**src/rtl/rx_frame_pkg.sv**
```systemverilog
// Shared definitions for the rx frame dispatcher: FSM states, frame byte
// offsets, frame-control codes and the own-address helper.
package rx_frame_pkg;

  typedef enum logic [2:0] {
    ST_OFF,
    ST_WAIT,
    ST_HDR,
    ST_CHECK,
    ST_CMD,
    ST_DATA
  } state_t;

  // Byte offsets inside a received frame
  localparam int OFS_DA   = 0;
  localparam int OFS_FC   = 2;
  localparam int OFS_MODE = 3;
  localparam int OFS_ADDR = 4;
  localparam int OFS_CMD  = 7;

  // Frame-control codes and broadcast destination
  localparam logic [7:0] FC_CFG   = 8'h60;
  localparam logic [7:0] FC_RST   = 8'hFF;
  localparam logic [7:0] DA_BCAST = 8'hFF;

  // Width of the per-frame byte index (covers 7 header reads and up to 31+1024 payload bytes)
  localparam int IDX_W = 11;

  // Own bus address derived from the card position, 8-bit wrap
  function automatic logic [7:0] own_da(input logic [2:0] rack, input logic [3:0] slot);
    return 8'(rack) * 8'd14 + 8'd14 - 8'(slot);
  endfunction

endpackage

```
**src/rtl/rx_rd_pipe.sv**
```systemverilog
// Read-latency alignment pipe: carries {valid, byte index} alongside the rx
// buffer read so the returned byte arrives together with its tag.
module rx_rd_pipe #(
  parameter int RD_LAT = 2,
  parameter int IDX_W  = 11
) (
  input  logic             clk,
  input  logic             reset,
  input  logic             i_vld,
  input  logic [IDX_W-1:0] i_idx,
  output logic             o_vld,
  output logic [IDX_W-1:0] o_idx
);

  logic [RD_LAT-1:0] r_vld_p;
  logic [IDX_W-1:0]  r_idx_p [RD_LAT];

  // Valid tags shift one stage per clock; cleared on reset so no stale write survives
  always_ff @(posedge clk or posedge reset) begin
    if (reset) begin
      r_vld_p <= '0;
    end else begin
      r_vld_p[0] <= i_vld;
      for (int i = 1; i < RD_LAT; i++) r_vld_p[i] <= r_vld_p[i-1];
    end
  end

  // Byte indices follow the valid tags; qualified by valid, so no reset needed
  always_ff @(posedge clk) begin
    r_idx_p[0] <= i_idx;
    for (int i = 1; i < RD_LAT; i++) r_idx_p[i] <= r_idx_p[i-1];
  end

  assign o_vld = r_vld_p[RD_LAT-1];
  assign o_idx = r_idx_p[RD_LAT-1];

endmodule

```
**src/rtl/rx_frame_dispatch.sv**
```systemverilog
// Receive frame dispatcher: validates CRC, parses the header out of the link
// rx buffer and streams command/data payload into the channel chosen by MODE.
module rx_frame_dispatch
  import rx_frame_pkg::*;
#(
  parameter int NUM_CH   = 3,
  parameter int ADDR_W   = 24,
  parameter int BUF_AW   = 11,
  parameter int CMD_LEN  = 6,
  parameter int DATA_LEN = 128,
  parameter int RD_LAT   = 2,
  parameter int RST_CNT  = 4
) (
  input  logic              clk,
  input  logic              reset,
  input  logic              i_ini_done,
  input  logic [2:0]        i_rack_id,
  input  logic [3:0]        i_slot_id,
  input  logic              i_rx_done,
  input  logic [1:0]        i_rx_crc_rslt,
  output logic              o_rx_buf_rden,
  output logic [BUF_AW-1:0] o_rx_buf_raddr,
  input  logic [7:0]        i_rx_buf_rdata,
  output logic [NUM_CH-1:0] o_dst_wren,
  output logic              o_dst_cmd,
  output logic [ADDR_W-1:0] o_dst_waddr,
  output logic [7:0]        o_dst_wdata,
  output logic              o_rx_flag,
  output logic [7:0]        o_rx_mode,
  output logic [ADDR_W-1:0] o_rx_addr,
  output logic              o_crc_err,
  output logic              o_frame_drop,
  output logic              o_overrun,
  output logic              o_card_reset,
  output logic              o_busy
);

  localparam int TOTAL = CMD_LEN + DATA_LEN;
  localparam int CNT_W = $clog2(RST_CNT + 1);

  state_t            r_state, w_nstate;
  logic              r_ini_s1, r_ini_s2, w_ini_rise;
  logic [7:0]        r_own_da;
  logic [IDX_W-1:0]  r_issue;
  logic              w_issue_en, w_busy, w_stream;
  logic              w_vld_p0;
  logic [IDX_W-1:0]  w_idx_p0;
  logic [7:0]        r_h_da, r_h_fc, r_h_mode;
  logic [23:0]       r_h_addr;
  logic [CNT_W-1:0]  r_ffcnt, w_ffcnt_nx;
  logic              w_crc_err, w_drop, w_overrun, w_card_rst, w_accept;
  logic              r_rx_flag, r_crc_err, r_frame_drop, r_overrun, r_card_reset;
  logic [7:0]        r_rx_mode;
  logic [ADDR_W-1:0] r_rx_addr;
  logic              w_console, w_is_cmd;
  logic [IDX_W-1:0]  w_kd;
  logic [ADDR_W-1:0] w_waddr;
  logic [NUM_CH-1:0] r_dst_wren_p1;
  logic              r_dst_cmd_p1;
  logic [ADDR_W-1:0] r_dst_waddr_p1;
  logic [7:0]        r_dst_wdata_p1;
  logic              w_unused;

  assign w_unused   = i_rx_crc_rslt[1];
  assign w_ini_rise = r_ini_s1 & ~r_ini_s2;
  assign w_busy     = (r_state == ST_HDR) || (r_state == ST_CHECK) || w_stream;
  assign w_stream   = (r_state == ST_CMD) || (r_state == ST_DATA);

  // Header reads 0..6, then payload reads starting at the command offset
  assign w_issue_en = ((r_state == ST_HDR) && (r_issue < IDX_W'(OFS_CMD))) ||
                      (w_stream && (r_issue < IDX_W'(TOTAL)));
  assign o_rx_buf_rden  = w_issue_en;
  assign o_rx_buf_raddr = !w_issue_en ? '0 :
                          (r_state == ST_HDR) ? BUF_AW'(r_issue) :
                                                BUF_AW'(r_issue + IDX_W'(OFS_CMD));

  // ---- stage p0: rx buffer data aligned with its byte index ----
  rx_rd_pipe #(.RD_LAT(RD_LAT), .IDX_W(IDX_W)) u_rd_pipe (
    .clk   (clk),
    .reset (reset),
    .i_vld (w_issue_en),
    .i_idx (r_issue),
    .o_vld (w_vld_p0),
    .o_idx (w_idx_p0)
  );

  // Payload destination address: console channels are ADDR-relative, others fixed
  assign w_console = r_rx_mode < 8'd2;
  assign w_is_cmd  = w_idx_p0 < IDX_W'(CMD_LEN);
  assign w_kd      = w_idx_p0 - IDX_W'(CMD_LEN);
  assign w_waddr   = w_is_cmd ?
                       (w_console ? (r_rx_addr >> 4) + ADDR_W'(w_idx_p0) : ADDR_W'(w_idx_p0)) :
                       (w_console ? r_rx_addr + ADDR_W'(w_kd) : ADDR_W'(8) + ADDR_W'(w_kd));

  // Next-state and event-pulse decode
  always_comb begin
    w_nstate   = r_state;
    w_crc_err  = 1'b0;
    w_drop     = 1'b0;
    w_overrun  = 1'b0;
    w_card_rst = 1'b0;
    w_accept   = 1'b0;
    w_ffcnt_nx = r_ffcnt;
    case (r_state)
      ST_OFF:  if (w_ini_rise) w_nstate = ST_WAIT;
      ST_WAIT: begin
        if (i_rx_done) begin
          if (!i_rx_crc_rslt[0]) w_crc_err = 1'b1;
          else                   w_nstate  = ST_HDR;
        end
      end
      ST_HDR:  if (w_vld_p0 && (w_idx_p0 == IDX_W'(OFS_ADDR + 2))) w_nstate = ST_CHECK;
      ST_CHECK: begin
        w_nstate = ST_WAIT;
        if ((r_h_da != r_own_da) && (r_h_da != DA_BCAST)) begin
          w_drop = 1'b1;
        end else if (r_h_fc == FC_RST) begin
          if (r_ffcnt == CNT_W'(RST_CNT - 1)) begin
            w_card_rst = 1'b1;
            w_ffcnt_nx = '0;
          end else begin
            w_ffcnt_nx = r_ffcnt + 1'b1;
          end
        end else if ((r_h_fc == FC_CFG) && (r_h_mode < 8'(NUM_CH))) begin
          w_ffcnt_nx = '0;
          w_accept   = 1'b1;
          w_nstate   = ST_CMD;
        end else begin
          w_drop     = 1'b1;
          w_ffcnt_nx = '0;
        end
      end
      ST_CMD:  if (w_vld_p0 && (w_idx_p0 == IDX_W'(CMD_LEN - 1))) w_nstate = ST_DATA;
      ST_DATA: if (w_vld_p0 && (w_idx_p0 == IDX_W'(TOTAL - 1)))   w_nstate = ST_WAIT;
      default: w_nstate = ST_OFF;
    endcase
    if (w_busy && i_rx_done) w_overrun = 1'b1;
  end

  // State, ini edge detect, counters and registered event outputs
  always_ff @(posedge clk or posedge reset) begin
    if (reset) begin
      r_state      <= ST_OFF;
      r_ini_s1     <= 1'b1;
      r_ini_s2     <= 1'b1;
      r_own_da     <= '0;
      r_ffcnt      <= '0;
      r_issue      <= '0;
      r_rx_flag    <= 1'b0;
      r_crc_err    <= 1'b0;
      r_frame_drop <= 1'b0;
      r_overrun    <= 1'b0;
      r_card_reset <= 1'b0;
      r_rx_mode    <= '0;
      r_rx_addr    <= '0;
    end else begin
      r_state      <= w_nstate;
      r_ini_s1     <= i_ini_done;
      r_ini_s2     <= r_ini_s1;
      r_ffcnt      <= w_ffcnt_nx;
      r_rx_flag    <= w_accept;
      r_crc_err    <= w_crc_err;
      r_frame_drop <= w_drop;
      r_overrun    <= w_overrun;
      r_card_reset <= w_card_rst;
      if ((r_state == ST_OFF) && w_ini_rise) r_own_da <= own_da(i_rack_id, i_slot_id);
      if (w_accept) begin
        r_rx_mode <= r_h_mode;
        r_rx_addr <= ADDR_W'(r_h_addr);
      end
      if (w_issue_en)                             r_issue <= r_issue + 1'b1;
      else if (!w_busy || (r_state == ST_CHECK)) r_issue <= '0;
    end
  end

  // Header byte capture as each header read returns
  always_ff @(posedge clk) begin
    if ((r_state == ST_HDR) && w_vld_p0) begin
      case (w_idx_p0)
        IDX_W'(OFS_DA):       r_h_da          <= i_rx_buf_rdata;
        IDX_W'(OFS_FC):       r_h_fc          <= i_rx_buf_rdata;
        IDX_W'(OFS_MODE):     r_h_mode        <= i_rx_buf_rdata;
        IDX_W'(OFS_ADDR):     r_h_addr[23:16] <= i_rx_buf_rdata;
        IDX_W'(OFS_ADDR + 1): r_h_addr[15:8]  <= i_rx_buf_rdata;
        IDX_W'(OFS_ADDR + 2): r_h_addr[7:0]   <= i_rx_buf_rdata;
        default: ;
      endcase
    end
  end

  // ---- stage p1: registered destination write, zero when idle ----
  always_ff @(posedge clk or posedge reset) begin
    if (reset) begin
      r_dst_wren_p1  <= '0;
      r_dst_cmd_p1   <= 1'b0;
      r_dst_waddr_p1 <= '0;
      r_dst_wdata_p1 <= '0;
    end else begin
      r_dst_wren_p1  <= '0;
      r_dst_cmd_p1   <= 1'b0;
      r_dst_waddr_p1 <= '0;
      r_dst_wdata_p1 <= '0;
      if (w_stream && w_vld_p0) begin
        r_dst_wren_p1  <= NUM_CH'(1) << r_rx_mode;
        r_dst_cmd_p1   <= w_is_cmd;
        r_dst_waddr_p1 <= w_waddr;
        r_dst_wdata_p1 <= i_rx_buf_rdata;
      end
    end
  end

  assign o_dst_wren   = r_dst_wren_p1;
  assign o_dst_cmd    = r_dst_cmd_p1;
  assign o_dst_waddr  = r_dst_waddr_p1;
  assign o_dst_wdata  = r_dst_wdata_p1;
  assign o_rx_flag    = r_rx_flag;
  assign o_rx_mode    = r_rx_mode;
  assign o_rx_addr    = r_rx_addr;
  assign o_crc_err    = r_crc_err;
  assign o_frame_drop = r_frame_drop;
  assign o_overrun    = r_overrun;
  assign o_card_reset = r_card_reset;
  assign o_busy       = w_busy;

endmodule

```
**config.mk**
```make
export PLATFORM = sky130hd
export DESIGN_NAME = rx_frame_dispatch
export DESIGN_NICKNAME = d
export VERILOG_FILES = /design/src/rtl/rx_frame_pkg.sv /design/src/rtl/rx_rd_pipe.sv /design/src/rtl/rx_frame_dispatch.sv
export SDC_FILE = /design/constraint.sdc
export NUM_CORES = 1
export LEC_CHECK = 0
export CORE_MARGIN = 1.5
export CORE_UTILIZATION = 40
export CTS_BUF_LIST = sky130_fd_sc_hd__clkbuf_4 sky130_fd_sc_hd__clkbuf_8
export DETAILED_ROUTE_END_ITERATION = 10
export GPL_TIMING_DRIVEN = 0
export HOLD_SLACK_MARGIN = 0.02
export MAX_ROUTING_LAYER = met4
export SLEW_MARGIN = 15
export SYNTH_ARGS = -nofsm -noshare
export SYNTH_HDL_FRONTEND = slang
export SYNTH_HIERARCHICAL = 1
export SYNTH_SLANG_ARGS = --single-unit
```
**constraint.sdc**
```tcl
create_clock -name clk -period 4.1 [get_ports clk]
set_input_delay 0.82 -clock clk [delete_from_list [all_inputs] [get_ports clk]]
set_output_delay 0.82 -clock clk [all_outputs]
set_load 0.02 [all_outputs]
```
======== Word level (Yosys, flattened, before mapping) ========
Memories as Yosys holds them, arrays and structs flattened.
Cells that the tools add are included.
cells by class
  bitwise gates (word level) .............. 3
  reductions and logical operators ........ 28
  add/sub/neg operators ................... 9
  $mul .................................... 1
  equal/unequal tests ..................... 22
  shift operators ......................... 1
  order comparisons ....................... 5
  multiplexer cells ....................... 39
operators with widths
  kind                   count
  $mux 24                3
  $mux 11                4
  $mux 3                 12
  $eq 11x3->1 const B    3
  $add 24x11->24         1
  $eq 11x2->1 const B    2
  $lt 11x3->1 const B    2
  $add 20x11->21         1
  $mux 21                1
  $pmux 3 s6             1
  $mux 1                 17
  $lt 8x2->1 const B     2
  $reduce_and 2->1       7
  $add 4x11->12 const A  1
  $add 11x1->11 const B  1
  $add 11x3->11 const B  1
  $eq 11x8->1 const B    1
  $logic_and 1x1->1      11
  $logic_not 11->1       1
  $lt 11x8->1 const B    1
  $sub 11x3->11 const B  1
  $eq 3x2->1 const B     3
  $add 7x4->8 const B    1
  $eq 8x7->1 const B     1
  19 further kinds       29
storage, ports and cells
  memories ................................ 1
  flip-flop bits (word level) ............. 150
  memory bits (writable) .................. 22
  word-level logic and storage cells ...... 133
memories
  memory             depth  bits a word  rd ports  clocked after memory_dff  wr ports  line              text
  u_rd_pipe.r_idx_p  2      11           2         0                         2         rx_rd_pipe.sv:16  logic [IDX_W-1:0] r_idx_p [RD_LAT];

======== Depth between registers and ports, before layout ========
  depth in word-level cells ............... 7
  depth in mapped cells ................... 14
  gate-level depth less buffers ........... 13

======== Hierarchy ========
The synthesis kept the hierarchy.
by module, submodules not included
  module             instances  area each (um^2)  cells an instance
  rx_frame_dispatch  1          8,040.2           737
  rx_rd_pipe         1          576.8             36

======== Least setup slack after synthesis ========
No wires, ideal clock.
  path kind ............................... input to register
  start ................................... input port i_rack_id[0]
  end ..................................... register r_own_da[7]
  setup time .............................. 125 ps
  slack ................................... 822 ps
  required time ........................... 3,975 ps
  buffers on the path ..................... 0
  arrival ................................. 3,153 ps
  cell stages on the path ................. 11
  path through ............................ fa_1 ha_1 fa_1 inv_1 ha_1 inv_1 o21bai_1 a21o_1 a21oi_1 xnor2_1 mux2_2
between the ends
  word-level cells in the longest chain between the ends .. 3
RTL lines
  element               line                      text
  start, declared       rx_frame_dispatch.sv:17   input logic [2:0] i_rack_id,
  $mul 3x3->6           rx_frame_pkg.sv:31        return 8'(rack) * 8'd14 + 8'd14 - 8'(slot);
  $add 7x4->8           rx_frame_pkg.sv:31
  $sub 8x4->8           rx_frame_pkg.sv:31
  end signal, assigned  rx_frame_dispatch.sv:166  if ((r_state == ST_OFF) && w_ini_rise) r_own_da <= own_da(i_rack_id, i_slot_id);
  end, declared         rx_frame_dispatch.sv:43   logic [7:0] r_own_da;
Every way passes these cells.
A chain may end at the register's enable or synchronous reset.

======== Final worst setup path ========
  start ................................... register r_state[1]
  end ..................................... output port o_rx_buf_raddr[1]
between the ends
  word-level cells in the longest chain between the ends .. 5
RTL lines
  element                 line                      text
  start, declared         rx_frame_dispatch.sv:41   state_t r_state, w_nstate;
  start signal, assigned  rx_frame_dispatch.sv:157  r_state <= w_nstate;
  $eq 3x3->1              rx_frame_dispatch.sv:67   assign w_stream = (r_state == ST_CMD) || (r_state == ST_DATA);
  $logic_or 1x1->1        rx_frame_dispatch.sv:67
  $logic_and 1x1->1       rx_frame_dispatch.sv:71   (w_stream && (r_issue < IDX_W'(TOTAL)));
  $logic_or 1x1->1        rx_frame_dispatch.sv:70   assign w_issue_en = ((r_state == ST_HDR) && (r_issue < IDX_W'(OFS_CMD))) ||
  $mux 11 *               rx_frame_dispatch.sv:73   assign o_rx_buf_raddr = !w_issue_en ? '0 :
  end, declared           rx_frame_dispatch.sv:22   output logic [BUF_AW-1:0] o_rx_buf_raddr,
Every way passes the cells marked *; elsewhere a longest branch is shown, timed or not.

==> metrics <==
GR Util met1=0.2554; die width=149.8 um; Final Hold Vio Count=0; DR vias=6136; Yosys reg bits=172; clock period minus worst slack=3.833 ns; Syn Area/Cell=11.15 um2; hold path start=u_rd_pipe/r_idx_p[0][7]$_DFF_P_; asr flop ratio synth=0.5930; NetSw=0.001066 W; R2R Setup Slk=0.43 ns; Max Root-Sink Buffers=2; met2 Use GR=0.3184; Peak VDD IR=0.2244 mV; leakage power=4.488 nW; Final #Nets=970; Most used DFF post-synth=dfrtp_1; final core occ=0.4963; proportion of layout cells with a drive suffix above 1=0.1262; RR Endpoint=o_dst_waddr[17]$_DFF_PP0_; later-pin clock latency in the skew report=0.46 ns; I/O pins=107; Req. time, crit path=3.28 ns; Die H=149.8 um; Avg WL per Cell=17.12 um; overall power=0.003796 W; vias per cell=5.174; DRT iter0 DRCs=322; clock root cell=clkbuf_8; DR pass1 iterations=5; worst slack at placement=0.07699 ns; Hold Crit Class=reg -> reg; relative slew slack=0.2590; storage element area=4437 um2; Post-DRT Antenna Nets=0; Max Cap Viol=0; Post-synth EDFFs=48; r2r worst-path depth=14; Worst Tran Pin Value=1.103 ns; setup bufs post-CTS=0; setup ws final=0.2671 ns; GR peak layer=met2; endpoint class of the critical path=output pin; Final Cycle Share=0.9349; Fin Clk Skew=0.01619 ns; Worst Hold End=u_rd_pipe/r_idx_p[0][18]$_DFF_P_; Distinct cells, synth=65; wirelength, routed=20.31 mm; Combinational Power Share=0.182; internal power=0.002730 W; CTS tree=yes; Crit Path Max Fanout=18; Mapped Area=8617 um2; die area=22430 um2; fill cell count=1930; Ys Warns=6; first-pass GRT wire length=32.36 mm; area delta synth->final=21.45%; Final HPWL DP=15.08 mm; f_max=260.9 MHz; DRC errors left=0; Switching Share=0.2808; Clock Power Share=0.315; met3 Resource Use GR=0.03506; CP Launch Type=register; RSZ-0062 raised after global routing=false; Power Density=362.7 nW/um2; clock-pin slew on the worst setup and hold paths=0.08 ns; H-tree depth=4; status=finished clean; clk sinks=172; part of the power in registers=0.503; pin count of the biggest net entering global routing=73; number of setup violations in the final report=0; Port Buffers=102; Syn Inst Count=773; commonest cells after routing, fill and taps aside=clkdlybuf4s50_1, dfrtp_1, a21oi_1; global placer's final weighted congestion=0.8758; Setup TNS=0 ns; Crit Reg-Reg Startpoint=u_rd_pipe/r_idx_p[0][13]$_DFF_P_; worst endpoint data arrival time=3.01 ns; Antenna Cells=0; Crit Path Category=reg -> out; Rows=53; sequential area share after synthesis=0.5149; multi-input combinational cell area=3866 um2; initial core utilization=0.4086; initial antenna violation count=0; Overall Global Routing Usage=0.1974; pins over their slew limit=0; vias in the first global route=5963; core area=21090 um2; commonest non-fill, non-tap cell in the layout=clkdlybuf4s50_1; Overflow after GRT=0; TritonCTS Buffers=17; Hold Path Stages=0
cell usage after synthesis (8+ instances only):
| library cell | count | area, um2 |
|---|---|---|
| a21o_1 | 10 | 75.07 |
| nor2b_1 | 15 | 93.84 |
| nor3_1 | 18 | 90.09 |
| dfrtp_1 | 100 | 2502 |
| inv_1 | 34 | 127.6 |
| ha_1 | 45 | 563.0 |
| xnor2_1 | 41 | 359.1 |
| or3_1 | 8 | 50.05 |
| xor2_1 | 28 | 245.2 |
| mux2_2 | 33 | 371.6 |
| nand3_1 | 24 | 120.1 |
| a21oi_1 | 49 | 245.2 |
| o21ai_0 | 30 | 150.1 |
| and3_1 | 15 | 93.84 |
| clkbuf_1 | 16 | 60.06 |
| nand2_1 | 45 | 168.9 |
| buf_4 | 18 | 135.1 |
| nand4_1 | 13 | 81.33 |
| nor2_1 | 44 | 165.2 |
| dfxtp_1 | 22 | 440.4 |
| edfxtp_1 | 48 | 1441 |
sequential cells by signal, indices dropped and copies added (netlist names), 8 cells and up:
name               count
r_h_mode               8
o_dst_wdata            8
r_h_da                 8
r_h_addr              24
o_dst_waddr           24
r_own_da               8
r_issue               11
u_rd_pipe/r_idx_p     22
r_h_fc                 8
o_rx_mode              8
o_rx_addr             24
area by class of cell:
| class | count | area share |
|---|---|---|
| Tap cell | 275 | 0.03288 |
| Clock inverter | 12 | 0.01315 |
| Timing Repair Buffer | 105 | 0.1011 |
| Multi-Input combinational cell | 528 | 0.3694 |
| Sequential cell | 172 | 0.4240 |
| Clock buffer | 20 | 0.02511 |
| Buffer | 40 | 0.02164 |
| Inverter | 34 | 0.01267 |
critical path, cell delays in order, from the launching register on:
cell,delay (ns)
dfrtp_1,0.40
buf_2,0.18
inv_1,0.13
ha_1,0.29
a21oi_1,0.09
nor3_2,0.28
nand2_2,0.25
a211oi_1,0.29
clkdlybuf4s50_1,0.65
per-stage QoR:
step,cell area (um2),cells,hold WS (ns)
2_1_floorplan,8625,775,0.3096
3_3_place_gp,9990,1152,0.3099
3_5_place_dp,10050,1155,0.3121
4_1_cts,10460,1187,0.3294
5_1_grt,10470,1186,0.3379
6_report,10470,1186,0.3307
timing repair:
item,CTS,global route
setup endpoints to repair,2,5
pin swaps,0,0
resized for setup,3,1
hold buffers,0,0
cells by family (layout without fill, tap and decap cells):
logic type,after synthesis,in the layout,synth area share
adders and majority gates,51,51,0.07928
buffers and inverters,75,211,0.04153
other,1,3,0.0004352
and+or+nand+nor,221,221,0.1358
xor gates and xnor gates,70,70,0.07202
AOI/OAI and AO/OA,146,146,0.1083
muxes,37,37,0.04777
DFF,172,172,0.5149
power groups by stage:
| stage | combinational [W] | clock (W) | sequential [W] |
|---|---|---|---|
| CTS | 0.000701 | 0.00123 | 0.00191 |
| floorplan | 0.000480 | 0 | 0.00194 |
| global route | 0.000784 | 0.00131 | 0.00192 |
| finish | 0.000692 | 0.00119 | 0.00191 |
| detailed placement | 0.000690 | 0 | 0.00194 |
| global placement | 0.000671 | 0 | 0.00194 |
metal layers:
metal	vias up	part of all wire
met5	-	0
met4	0	0.013
met3	15	0.034
met2	126	0.49
met1	3002	0.46
li1	2993	-
worst max-delay path by stage:
| stage | from | to | slack [ns] | cells after the start |
|---|---|---|---|---|
| finish | r_state[1]$_DFFE_PP0P_ | o_rx_buf_raddr[1] | 0.27 | 8 |
| global route | r_state[1]$_DFFE_PP0P_ | o_rx_buf_raddr[1] | 0.02 | 8 |
| CTS | r_state[1]$_DFFE_PP0P_ | o_rx_buf_raddr[1] | 0.09 | 9 |
| detailed placement | i_rack_id[1] | r_own_da[7]$_DFFE_PP0P_ | 0.08 | 12 |
| global placement | reset | o_dst_wdata[2]$_DFF_PP0_ | -1.11 | 2 |
| floorplan | reset | o_card_reset$_DFF_PP0_ | 0.66 | 1 |
No activity file was read; power rests on OpenSTA's default activity.
